[config.mk]
export PLATFORM = sky130hd
export DESIGN_NAME = input_status_writer
export DESIGN_NICKNAME = d
export VERILOG_FILES = /design/src/rtl/input_status_writer.sv
export SDC_FILE = /design/constraint.sdc
export NUM_CORES = 1
export LEC_CHECK = 0
export ABC_AREA = 1
export BUFFER_PORTS_ARGS = -buffer_cell sky130_fd_sc_hd__buf_2
export CAP_MARGIN = 20
export CORE_UTILIZATION = 65
export DETAILED_ROUTE_END_ITERATION = 10
export PLACE_DENSITY = 0.86
export SLEW_MARGIN = 20
export SYNTH_ARGS = -nofsm -noshare
export SYNTH_HDL_FRONTEND = slang
export SYNTH_SLANG_ARGS = --single-unit
export TNS_END_PERCENT = 10
[constraint.sdc]
create_clock -name core_clk_i -period 3.85 [get_ports core_clk_i]
set_input_delay 0.5775 -clock core_clk_i [delete_from_list [all_inputs] [get_ports core_clk_i]]
set_output_delay 0.5775 -clock core_clk_i [all_outputs]
set_load 0.05 [all_outputs]
[src/rtl/input_status_writer.sv]
// Purpose: debounce the left/right/start buttons and publish a packed status word to shared RAM port A.
// Latency: raw edge to level takes 2 + DEBOUNCE_CYCLES cycles; level change to mem_req takes 2 cycles; grant to mem_we takes 1 cycle.
// Backpressure: mem_req is held in REQ until mem_grant; changes that arrive while waiting are carried into a follow-up write.
module input_status_writer #(
    parameter int unsigned       WIDTH           = 16,
    parameter logic [WIDTH-1:0]  STATUS_ADDR     = 16'd6024,
    parameter int unsigned       DEBOUNCE_CYCLES = 50000,
    parameter int unsigned       REFRESH_CYCLES  = 1000000
) (
    input  logic             core_clk_i,
    input  logic             arst_n_i,
    input  logic             left_i,
    input  logic             right_i,
    input  logic             start_i,
    input  logic             mem_grant_i,
    output logic             mem_req_o,
    output logic [WIDTH-1:0] mem_address_o,
    output logic [WIDTH-1:0] mem_data_o,
    output logic             mem_we_o
);

    // A counter value of *_LAST means this cycle completes the required run.
    localparam logic [15:0] DB_LAST = 16'(DEBOUNCE_CYCLES - 1);
    localparam logic [23:0] RF_LAST = 24'(REFRESH_CYCLES - 1);

    typedef enum logic [1:0] {
        S_IDLE  = 2'd0,
        S_REQ   = 2'd1,
        S_WRITE = 2'd2
    } state_t;

    state_t            state_q, state_d;
    logic [2:0]        meta_q, sync_q;
    logic [2:0][15:0]  db_cnt_q, db_cnt_d;
    logic [2:0]        level_q, level_d;
    logic [2:0]        level_dly_q;
    logic [2:0]        evt_q, evt_d;
    logic [7:0]        seq_q, seq_d;
    logic              dirty_q, dirty_d;
    logic [23:0]       rf_cnt_q, rf_cnt_d;
    logic [WIDTH-1:0]  mem_data_q, mem_data_d;
    logic [WIDTH-1:0]  status_word;
    logic [2:0]        level_rise;
    logic              level_chg;
    logic              refresh_hit;
    logic              snap_en;

    // Two-flop synchroniser for the raw buttons, ordered {start, right, left}.
    always_ff @(posedge core_clk_i or negedge arst_n_i) begin
        if (!arst_n_i) begin
            meta_q <= '0;
            sync_q <= '0;
        end else begin
            meta_q <= {start_i, right_i, left_i};
            sync_q <= meta_q;
        end
    end

    // Debounce: a level is accepted once it has disagreed with the current level for DEBOUNCE_CYCLES cycles in a row.
    always_comb begin
        level_d  = level_q;
        db_cnt_d = '0;
        for (int i = 0; i < 3; i++) begin
            if (sync_q[i] != level_q[i]) begin
                if (db_cnt_q[i] == DB_LAST) begin
                    level_d[i] = sync_q[i];
                end else begin
                    db_cnt_d[i] = db_cnt_q[i] + 16'd1;
                end
            end
        end
    end

    // Level changes are detected against a one-cycle delayed copy, so dirty and evt update the cycle after level.
    always_comb begin
        level_chg  = (level_q != level_dly_q);
        level_rise = level_q & ~level_dly_q;
    end

    // Refresh counter: restarts after each completed write and whenever it forces a rewrite.
    always_comb begin
        refresh_hit = 1'b0;
        rf_cnt_d    = rf_cnt_q + 24'd1;
        if (state_q == S_WRITE) begin
            rf_cnt_d = '0;
        end else if (rf_cnt_q == RF_LAST) begin
            rf_cnt_d    = '0;
            refresh_hit = 1'b1;
        end
    end

    // Status word layout: {seq, 2'b00, evt, level}, zero-extended to the bus width.
    always_comb begin
        status_word       = '0;
        status_word[2:0]  = level_q;
        status_word[5:3]  = evt_q;
        status_word[15:8] = seq_q;
    end

    // Port A handshake: request, wait for the grant, then a single write cycle.
    always_comb begin
        state_d   = state_q;
        mem_req_o = 1'b0;
        mem_we_o  = 1'b0;
        snap_en   = 1'b0;
        case (state_q)
            S_IDLE: begin
                if (dirty_q) begin
                    state_d = S_REQ;
                end
            end
            S_REQ: begin
                mem_req_o = 1'b1;
                if (mem_grant_i) begin
                    state_d = S_WRITE;
                    snap_en = 1'b1;
                end
            end
            S_WRITE: begin
                mem_req_o = 1'b1;
                mem_we_o  = 1'b1;
                state_d   = S_IDLE;
            end
            default: begin
                state_d = S_IDLE;
            end
        endcase
    end

    // Bookkeeping: only events captured in the snapshot are cleared; new rises and changes re-arm dirty.
    always_comb begin
        evt_d      = evt_q;
        seq_d      = seq_q;
        mem_data_d = mem_data_q;
        if (snap_en) begin
            mem_data_d = status_word;
        end
        if (state_q == S_WRITE) begin
            evt_d = evt_q & ~mem_data_q[5:3];
            seq_d = seq_q + 8'd1;
        end
        evt_d   = evt_d | level_rise;
        dirty_d = (dirty_q & ~snap_en) | level_chg | refresh_hit;
    end

    // State registers; reset drops mem_req/mem_we immediately because they decode state_q.
    always_ff @(posedge core_clk_i or negedge arst_n_i) begin
        if (!arst_n_i) begin
            state_q     <= S_IDLE;
            db_cnt_q    <= '0;
            level_q     <= '0;
            level_dly_q <= '0;
            evt_q       <= '0;
            seq_q       <= '0;
            dirty_q     <= 1'b0;
            rf_cnt_q    <= '0;
            mem_data_q  <= '0;
        end else begin
            state_q     <= state_d;
            db_cnt_q    <= db_cnt_d;
            level_q     <= level_d;
            level_dly_q <= level_q;
            evt_q       <= evt_d;
            seq_q       <= seq_d;
            dirty_q     <= dirty_d;
            rf_cnt_q    <= rf_cnt_d;
            mem_data_q  <= mem_data_d;
        end
    end

    assign mem_address_o = STATUS_ADDR;
    assign mem_data_o    = mem_data_q;

endmodule

# After elaboration in Yosys (flattened, before gate mapping)
# Index checks and enable logic that the tools add are counted.
# totals
out_inout_bits,34
ff_bits,112
word_cells,65
inputBits,6
# op_classes
n_bitwise,9
n_reduce_logical,6
eq_ne,12
muxes,18
add_sub_neg,5
# ops
cell,count
$mux W16,6
$add A16 B1 Y16 const B,3
$eq A16 B16 Y1 const B,3
$mux W24,2
$add A24 B1 Y24 const B,1
$eq A24 B20 Y1 const B,1
$add A8 B1 Y8 const B,1
$reduce_and A2 Y1,4
$and A3 B3 Y3,2
$mux W1,6
$not A3 Y3,2
$mux W2,2
$ne A2 B2 Y1 const B,2
$pmux W2 S2,1
$mux W3,1
$ne A1 B1 Y1,3
$ne A3 B3 Y1,1
$or A3 B3 Y3,1
$eq A2 B1 Y1 const B,1
$eq A2 B2 Y1 const B,1
$logic_not A2 Y1,1
$or A1 B1 Y1,2
$reduce_or A2 Y1,1
$and A1 B1 Y1,1
$not A1 Y1,1

# Longest topological paths before layout
# Gate-level depths: netlist of run 1.
# depth
ltp_word,6
depth_mapped,11
ltp_nobuf,11

# Worst setup path after synthesis of run 1
# No wires, ideal clock.
# synth_timing
kind,register to register
start,register state_q[0]
end,register seq_q[6]
synth_period_minus_slack_ns,1.890
required_ns,3.727
arrival_time_ns,1.768
path_buffers,1
stages_incl_launch_ff,8
path_slack_ns,1.960
setup_time_ns,0.123
cell_sequence,dfrtp_1 > inv_1 > ha_1 > buf_2 > nand2_1 > nor3_1 > nand3_1 > xor2_1
# synth_via
elab_chain_len,1
# synth_lines
element,line_no,source
from (decl),32,"state_t state_q, state_d;"
from (signal assigned),159,state_q <= state_d;
$eq A2 B2 Y1,138,if (state_q == S_WRITE) begin
to (signal assigned),164,seq_q <= seq_d;
to (decl),38,"logic [7:0] seq_q, seq_d;"
# Every way passes these cells.
# A chain may end at the register's enable or synchronous reset.

# Worst setup path after layout of run 1
# layout_timing
start,register state_q[0]
end,output mem_we_o
# layout_via
elab_chain_len,2
# layout_lines
element,line_no,source
$eq A2 B2 Y1,106,case (state_q)
$mux W1,106,
to (decl),19,output logic mem_we_o
# Every way passes these cells.

==> results of run 1 <==
## per-stage QoR
step                      power (mW)  cells
final                           2.58    830
after global routing            2.72    830
after CTS                       2.61    830
after detailed placement        1.95    814
after global placement          1.92    814
after floorplan                 1.82    709
## sequential cells by signal, summed over array words and instances, names as in the netlist
| name | cells |
|---|---|
| rf_cnt_q | 24 |
| sync_q | 3 |
| meta_q | 3 |
| dirty_q | 1 |
| seq_q | 8 |
| db_cnt_q | 48 |
| state_q | 2 |
| mem_data_o | 14 |
| evt_q | 3 |
| level_q | 3 |
| level_dly_q | 3 |
## metal layers
metal | up-vias | GRT usage
met1 | 2084 | 0.312
met2 | 108 | 0.451
met3 | 15 | 0.0486
met5 | - | 0
met4 | 0 | 0.0808
li1 | 2197 | -
## cells in the final DEF, fill, tap and decap left out, types with 9 or more instances in the layout
cell type    n
mux2_2       9
inv_1       81
buf_2       20
nand2_1    129
nor2_1     135
nand4_1      9
a21oi_1     15
ha_1        13
o21ai_0      9
nor3_1      36
clkbuf_8     9
xor2_1      27
conb_1      18
nand3_1     50
dfrtp_1    112
## power by group through the flow
stage               Combinational (mW)  Clock, mW  Sequential, mW
CTS                              0.593      0.672            1.34
floorplan                        0.389          0            1.43
finish                           0.586      0.655            1.34
global placement                 0.565          0            1.36
detailed placement               0.588          0            1.37
global route                     0.650      0.712            1.36
## worst paths after layout
path	cells past startpoint	endpoint	start
setup / recovery	4	mem_we_o	state_q[0]
hold / removal	1	meta_q[2]	start_i
setup reg to reg	7	seq_q[6]	state_q[0]
hold reg to reg	0	sync_q[0]	meta_q[0]
max in group asynchronous	2	db_cnt_q[45]	arst_n_i
min in group asynchronous	1	rf_cnt_q[11]	arst_n_i
## final cells by class
class,count,area (µm²)
Sequential cell,112,2800
Multi-Input combinational cell,492,2480
Fill cell,628,2300
Inverter,82,308
Timing Repair Buffer,23,135
Tap cell,105,131
Clock buffer,9,124
Clock inverter,7,55.1
## worst register-to-register path: stages, from the launching register on
cell	delay, ns
dfrtp_1	0.41
inv_1	0.14
ha_1	0.17
buf_4	0.28
nand2_1	0.14
nor3_1	0.27
nand3_1	0.15
xor2_1	0.16
## synthesized netlist by cell type (4+ instances only)
library cell / instances
nor2_1: 135
nor2_2: 7
xnor2_1: 7
ha_1: 13
mux2_2: 9
nand2_1: 129
nand3b_1: 4
nand2_2: 7
inv_1: 81
o21ai_0: 9
nand4_1: 9
buf_4: 18
xor2_1: 27
dfrtp_1: 112
nand3_1: 50
nor2_4: 5
a21oi_1: 15
nor3_1: 36
## kinds of logic after synthesis
family,count (synthesis),share of synthesized area
buffers and inverters,105,0.0816
flip-flops,112,0.493
adder cells (fa/ha/maj),13,0.0286
AO/OA/AOI/OAI,30,0.0279
XOR/XNOR,34,0.0524
AND/OR/NAND/NOR,388,0.298
multiplexers,9,0.0178
other,2,0.00132
==> reports/metrics.yaml, run 1 <==
place_hpwl_mm: 7.86
drtPass1Iterations: 5
combPwrFrac: 0.227
globalRouteTotalUtil: 0.254
hold_ws_ns: 0.311
cap_violations: 0
route.detailed.drc: 0
dr.max_layer_used: "met4"
ctsHtreeMaxLevel: 3
outcome: "finished clean"
ys_seq_elements: 112
layout_min_cycle_time_ns: 2.28
die_w_um: 95.5
grt_pass1_wl_mm: 18.1
final_cell_area_um2: 6040
switching_share: 0.355
yosysTopAreaCellShare: 0.493
pwr-share-seq: 0.519
final_layout_size_suffix_gt1_frac: 0.0952
min_path_type: "primary input to register"
antenna_cells: 0
cts_hold_buf: 0
setup.worst_path.start_class: "register"
seq_area_frac_synth: 0.493
gp_congestion: 0.932
clock_latency_ns: 0.37
slowest_delay_ns: 0.41
cp_max_fo: 26
rows: 33
dr_wl_met2_mm: 5.15
dpl_cell_area_um2: 5860
root_buffer: "clkbuf_8"
synth_area_um2: 5690
critical_path_class: "register to primary output"
synth_ff_type: "dfrtp_1"
crit_slowest_cell: "dfrtp_1"
clock_skew_ns: 0.0122
overflow: 0
setup_tns_ns: 0
detail_route.wl_per_cell_um: 12.6
postRouteAntennaNets: 0
pre_cts_ws_ns: 1.98
p_leak_nw: 2.88
worst_slack_ns: 1.57
via_per_inst: 5.31
cp_cell_sequence: "inv_1, ha_1, buf_4, buf_2"
switching_power_mw: 0.916
wl_met3_um: 401
finalHoldViolCount: 0
boundaryPins: 40
syn_area_per_cell_um2: 8.21
clk_pin_slew_ns: 0.11
synth_edf_count: 0
final_core_util: 0.724
syn-instance-count: 693
core_area_um2: 8340
tritoncts: "built"
worstPathRequired_ns: 3.27
grt_pass1_vias: 4243
rsz0062_at_grt: "no"
drv_slew: 0
timing.fmax_mhz: 439
cts-buffers-inserted: 9
yosysUniqueCellTypes: 28
r2r_slack_ns: 2.02
synth_top_area_cell: "dfrtp_1"
synthTopCellsByArea: "dfrtp_1 49%, nor2_1 8.9%, nand2_1 8.5%, inv_1 5.3%, nand3_1 4.4%"
slew_headroom: 0.388
p_int_mw: 1.67
cts.repair.resized: 0
cts_buffer_depth: 2
ir_drop_uv: 277
die_area_um2: 9130
pwr_density_cell_nw_per_um2: 428
pwr-share-clk: 0.254
arrival_ns: 1.70
yosysWarnings: 0
syn2layout_area_growth_pct: 6.14
crit_buf_inv: 3
crit_path_end_kind: "primary output"
portBuffers: 21
dr_total_vias: 4404
post-route-period-util: 0.591
die_y_um: 95.5
wl_met1_mm: 4.80
layout.nets: 739
worstMarginPinSlew_ns: 0.918
grt_max_degree: 75
initial_core_util: 0.682
drtIter0Drc: 239
finalSetupViolCount: 0
antenna_found_initial: 0
path_delay_family: "buffers and inverters"
clock-sinks: 112
ys_async_sr_fraction: 1.00
routed_wl_mm: 10.5
post_cts_buffers: 0
(Power assumes the default switching activity.)
==> inputs of run 2 (changes only) <==
CORE_UTILIZATION = 60   (was 65)
PLACE_DENSITY = 0.8   (was 0.86)
clock period = 2.1 ns   (was 3.85 ns; I/O delays follow)
==> reports/metrics.yaml, run 2 (synthesis results as in run 1) <==
crit-reg2reg-launch: "state_q[0]"  # unchanged
globalRouteTotalUtil: 0.247  # was 0.254
clock_latency_ns: 0.37  # about the same
p_leak_nw: 2.91  # was 2.88 nW
holdPathEnd: "meta_q[2]"  # unchanged
final_cell_mix: "135 x nor2_1, 129 x nand2_1, 112 x dfrtp_1, 81 x inv_1, 50 x nand3_1"  # unchanged
initial_core_util: 0.619  # was 0.682
die_y_um: 99.4  # was 95.5 µm
slew_headroom: 0.549  # was 0.388
drtPass1Iterations: 5  # unchanged
min_from: "start_i"  # unchanged
clock-sinks: 112  # unchanged
ir_drop_uv: 488  # was 277 µV
grt_max_degree: 50  # was 75
final_layout_size_suffix_gt1_frac: 0.100  # was 0.0952
setup_tns_ns: 0  # unchanged
finalHoldViolCount: 0  # unchanged
worstMarginPinSlew_ns: 0.676  # was 0.918 ns
postRouteAntennaNets: 0  # unchanged
critical_path_class: "register to primary output"  # unchanged
place_hpwl_mm: 8.15  # was 7.86 mm
crit_path_end_kind: "primary output"  # unchanged
cts.repair.resized: 0  # unchanged
arrival_ns: 1.48  # was 1.70 ns
core_area_um2: 9200  # was 8340 µm²
antenna_cells: 0  # unchanged
finalSetupViolCount: 0  # unchanged
worstPathRequired_ns: 1.78  # was 3.27 ns
pwr_density_cell_nw_per_um2: 787  # was 428 nW/µm²
timing.fmax_mhz: 558
gp_congestion: 0.931  # was 0.932
ctsHtreeMaxLevel: 3  # unchanged
dr_total_vias: 4411  # was 4404
final_common_cell: "nor2_1"  # unchanged
rr_worst_depth: 6  # was 7
tritoncts: "built"  # unchanged
route.detailed.drc: 0  # unchanged
setup.worst_path.start_class: "register"  # unchanged
largest_reg_flops: 48  # unchanged
clock_skew_ns: 0.00775  # was 0.0122 ns
overflow: 0  # unchanged
cp_max_fo: 5  # was 26
die_area_um2: 9870  # was 9130 µm²
cts_buffer_depth: 2  # unchanged
drv_slew: 0  # unchanged
die_w_um: 99.4  # was 95.5 µm
via_per_inst: 5.24  # was 5.31
rows: 35  # was 33
hold_ws_ns: 0.0424  # was 0.311 ns
largest-register: "db_cnt_q"  # unchanged
cts-buffers-inserted: 9  # unchanged
antenna_found_initial: 0  # unchanged
post_cts_buffers: 0  # unchanged
fillCellCount: 766  # was 628
detail_route.wl_per_cell_um: 13.0  # was 12.6 µm
grt_pass1_vias: 4422  # was 4243
rr_endpoint: "seq_q[6]"  # unchanged
min_path_type: "primary input to register"  # unchanged
outcome: "finished clean"  # unchanged
post-route-period-util: 0.853
layout.nets: 744  # was 739
layout_min_cycle_time_ns: 1.79
portBuffers: 21  # unchanged
boundaryPins: 40  # unchanged
syn2layout_area_growth_pct: 7.39  # was 6.14%
cap_violations: 0  # unchanged
grt_pass1_wl_mm: 19.5  # was 18.1 mm
r2r_slack_ns: 0.46  # was 2.02 ns
final_core_util: 0.664  # was 0.724
routed_wl_mm: 10.9  # was 10.5 mm
drtIter0Drc: 250  # was 239
clk_pin_slew_ns: 0.10  # was 0.11 ns
rsz0062_at_grt: "no"  # unchanged
min_path_cells: 1  # unchanged
root_buffer: "clkbuf_8"  # unchanged
run 2: changes by cell type in the layout (fill, tap and decap cells not counted), sizes merged:
cell and delta:
clkinv -1, clkbuf +2, inv -1, dlygate4sd3 +1
buf +4
run 2: report_power, final:
group	total, mW	switching [mW]	internal [mW]
logic	1.11	0.795	0.314
registers	2.47	0.140	2.33
clock network	1.23	0.726	0.506
total	4.81	1.66	3.15
run 2: metrics by stage:
step	cells	area [µm²]	total power, mW	worst slack [ns]
final	841	6110	4.81	0.308
after global routing	841	6110	5.06	0.205
after CTS	841	6110	4.85	0.293
after detailed placement	824	5910	3.62	0.484
after global placement	824	5910	3.56	0.632
after floorplan	709	5750	3.34	0.210
run 2: worst max path at each step:
stage           startpoint           to  slack, ns  depth (start not counted)
4_1_cts         state_q[0]     mem_we_o       0.29                          3
3_3_place_gp   rf_cnt_q[0]  rf_cnt_q[9]       0.63                          8
5_1_grt         state_q[0]     mem_we_o       0.20                          3
6_report        state_q[0]     mem_we_o       0.31                          3
3_5_place_dp    state_q[0]     seq_q[6]       0.48                          6
2_1_floorplan   state_q[0]     seq_q[6]       0.21                          7
run 2: timing repair:
item                                    in CTS  in global routing
hold buffers                                 1                  0
hold endpoints to repair                    38                  0
endpoints found under the setup margin       0                  0
run 2: metal layers:
layer  wire length (µm)  GRT usage  up-vias
met3                429     0.0457       17
met5                  0          0        -
met2               5370      0.416       97
met1               4940      0.323     2097
met4                178     0.0882        0
li1                   -          -     2200
run 2: worst max-delay path: stages (launching register included):
cell,delay (ns)
dfrtp_1,0.42
inv_1,0.13
ha_1,0.26
buf_2,0.30
run 2: final cells by class:
class / instances / area (µm²) / share of cell area
flip-flops and latches: 112 / 2800 / 0.459
repair buffers: 28 / 188 / 0.0307
multi-input cells: 492 / 2480 / 0.406
clock buffers: 11 / 151 / 0.0248
well taps: 111 / 139 / 0.0227
clock inverters: 5 / 38.8 / 0.00635
inverters: 82 / 308 / 0.0504
==> inputs of run 3 (changes only) <==
CORE_UTILIZATION = 30   (was 60)
PLACE_DENSITY = 0.46   (was 0.8)
==> reports/metrics.yaml, run 3 (synthesis results as in run 1) <==
rows: 49  # was 35
post-route-period-util: 0.830  # was 0.853
overflow: 0  # unchanged
detail_route.wl_per_cell_um: 11.9  # was 13.0 µm
cp_max_fo: 4  # was 5
dpl_cell_area_um2: 6030  # was 5910 µm²
dr_total_vias: 4279  # was 4411
arrival_ns: 1.43  # was 1.48 ns
antenna_cells: 0  # unchanged
setup_tns_ns: 0  # unchanged
rsz0062_at_grt: "no"  # unchanged
ctsHtreeMaxLevel: 3  # unchanged
clock_skew_ns: 0.00964  # was 0.00775 ns
routed_wl_mm: 11.4  # was 10.9 mm
final_cell_area_um2: 6310  # was 6110 µm²
slew_headroom: 0.582  # was 0.549
worstPathRequired_ns: 1.78  # about the same
post_cts_buffers: 0  # unchanged
rr_endpoint: "seq_q[6]"  # unchanged
drtPass1Iterations: 4  # was 5
die_area_um2: 19500  # was 9870 µm²
via_per_inst: 4.48  # was 5.24
cts.repair.resized: 0  # unchanged
rr_worst_depth: 6  # unchanged
setup.worst_path.start_class: "register"  # unchanged
largest_reg_flops: 48  # unchanged
final_cell_mix: "135 x nor2_1, 129 x nand2_1, 112 x dfrtp_1, 81 x inv_1, 50 x nand3_1"  # unchanged
grt_pass1_wl_mm: 20.1  # was 19.5 mm
clock_latency_ns: 0.36  # was 0.37 ns
finalSetupViolCount: 0  # unchanged
gp_congestion: 0.859  # was 0.931
crit_slowest_cell: "dfrtp_1"  # unchanged
critical_path_class: "register to primary output"  # unchanged
final_layout_size_suffix_gt1_frac: 0.0977  # was 0.100
portBuffers: 21  # unchanged
ir_drop_uv: 353  # was 488 µV
drtIter0Drc: 177  # was 250
cp_cell_sequence: "inv_1, ha_1, buf_2"  # unchanged
final_core_util: 0.345  # was 0.664
slowest_delay_ns: 0.40  # was 0.42 ns
clk_pin_slew_ns: 0.07  # was 0.10 ns
cap_violations: 0  # unchanged
finalHoldViolCount: 0  # unchanged
tritoncts: "built"  # unchanged
route.detailed.drc: 0  # unchanged
grt_pass1_vias: 4240  # was 4422
boundaryPins: 40  # unchanged
drv_slew: 0  # unchanged
root_buffer: "clkbuf_16"  # was clkbuf_8
largest-register: "db_cnt_q"  # unchanged
final_common_cell: "nor2_1"  # unchanged
die_w_um: 140  # was 99.4 µm
place_hpwl_mm: 8.29  # was 8.15 mm
min_path_type: "primary input to async pin"  # was primary input to register
crit-reg2reg-launch: "state_q[0]"  # unchanged
postRouteAntennaNets: 0  # unchanged
power_mw: 5.17  # was 4.81 mW
die_y_um: 140  # was 99.4 µm
layout_min_cycle_time_ns: 1.74  # was 1.79 ns
worst_slack_ns: 0.358  # was 0.308 ns
crit_path_end_kind: "primary output"  # unchanged
r2r_slack_ns: 0.53  # was 0.46 ns
fillCellCount: 1920  # was 766
outcome: "finished clean"  # unchanged
cts_buffer_depth: 2  # unchanged
globalRouteTotalUtil: 0.129  # was 0.247
initial_core_util: 0.311  # was 0.619
clock-sinks: 112  # unchanged
grt_max_degree: 113  # was 50
p_leak_nw: 2.94  # was 2.91 nW
pre_cts_ws_ns: 0.508  # was 0.484 ns
pwr_density_cell_nw_per_um2: 819  # was 787 nW/µm²
worstMarginPinSlew_ns: 0.627  # was 0.676 ns
timing.fmax_mhz: 574  # was 558 MHz
core_area_um2: 18300  # was 9200 µm²
layout.nets: 741  # was 744
syn2layout_area_growth_pct: 10.9  # was 7.39%
cts_hold_buf: 0  # was 1
cts-buffers-inserted: 9  # unchanged
antenna_found_initial: 0  # unchanged
-- run 3: final cells by class --
cell class | count | area [µm²] | share of cell area
tap | 229 | 287 | 0.0454
multi-input combinational | 492 | 2480 | 0.393
inverter | 82 | 308 | 0.0488
clock buffer | 10 | 239 | 0.0379
timing repair buffer | 25 | 150 | 0.0238
sequential | 112 | 2800 | 0.444
clock inverter | 6 | 41.3 | 0.00655
-- run 3: routing by layer --
| metal | track usage | wire [µm] | vias to the layer above |
|---|---|---|---|
| met5 | 0 | 0 | - |
| met4 | 0.0468 | 184 | 0 |
| met3 | 0.0344 | 513 | 12 |
| met2 | 0.206 | 5120 | 79 |
| met1 | 0.168 | 5550 | 1984 |
| li1 | - | - | 2204 |
-- run 3: report_power, final --
part           switching (mW)  total [mW]  internal [mW]
Combinational           0.768        1.06          0.289
Clock                   0.803        1.65          0.843
Sequential              0.135        2.46           2.33
-- run 3: worst max-delay path: cells and delay by family, from the launching register on --
family	cells	cell delay, ns
adder cells (fa/ha/maj)	1	0.25
buffers and inverters	2	0.42
flip-flops	1	0.40
-- run 3: through the flow --
stage / hold WS (ns) / std cells
CTS: 0.0413 / 956
global placement: 0.335 / 940
detailed placement: 0.335 / 940
floorplan: 0.0194 / 709
global route: 0.0373 / 956
finish: 0.000566 / 956
-- run 3: worst max-delay path by stage --
stage,start,endpoint,slack (ns),depth (start not counted)
3_5_place_dp,state_q[0],seq_q[6],0.51,6
5_1_grt,state_q[0],mem_we_o,0.26,3
3_3_place_gp,state_q[0],seq_q[6],0.53,6
4_1_cts,state_q[0],mem_we_o,0.31,3
2_1_floorplan,state_q[0],seq_q[6],0.21,7
6_report,state_q[0],mem_we_o,0.36,3
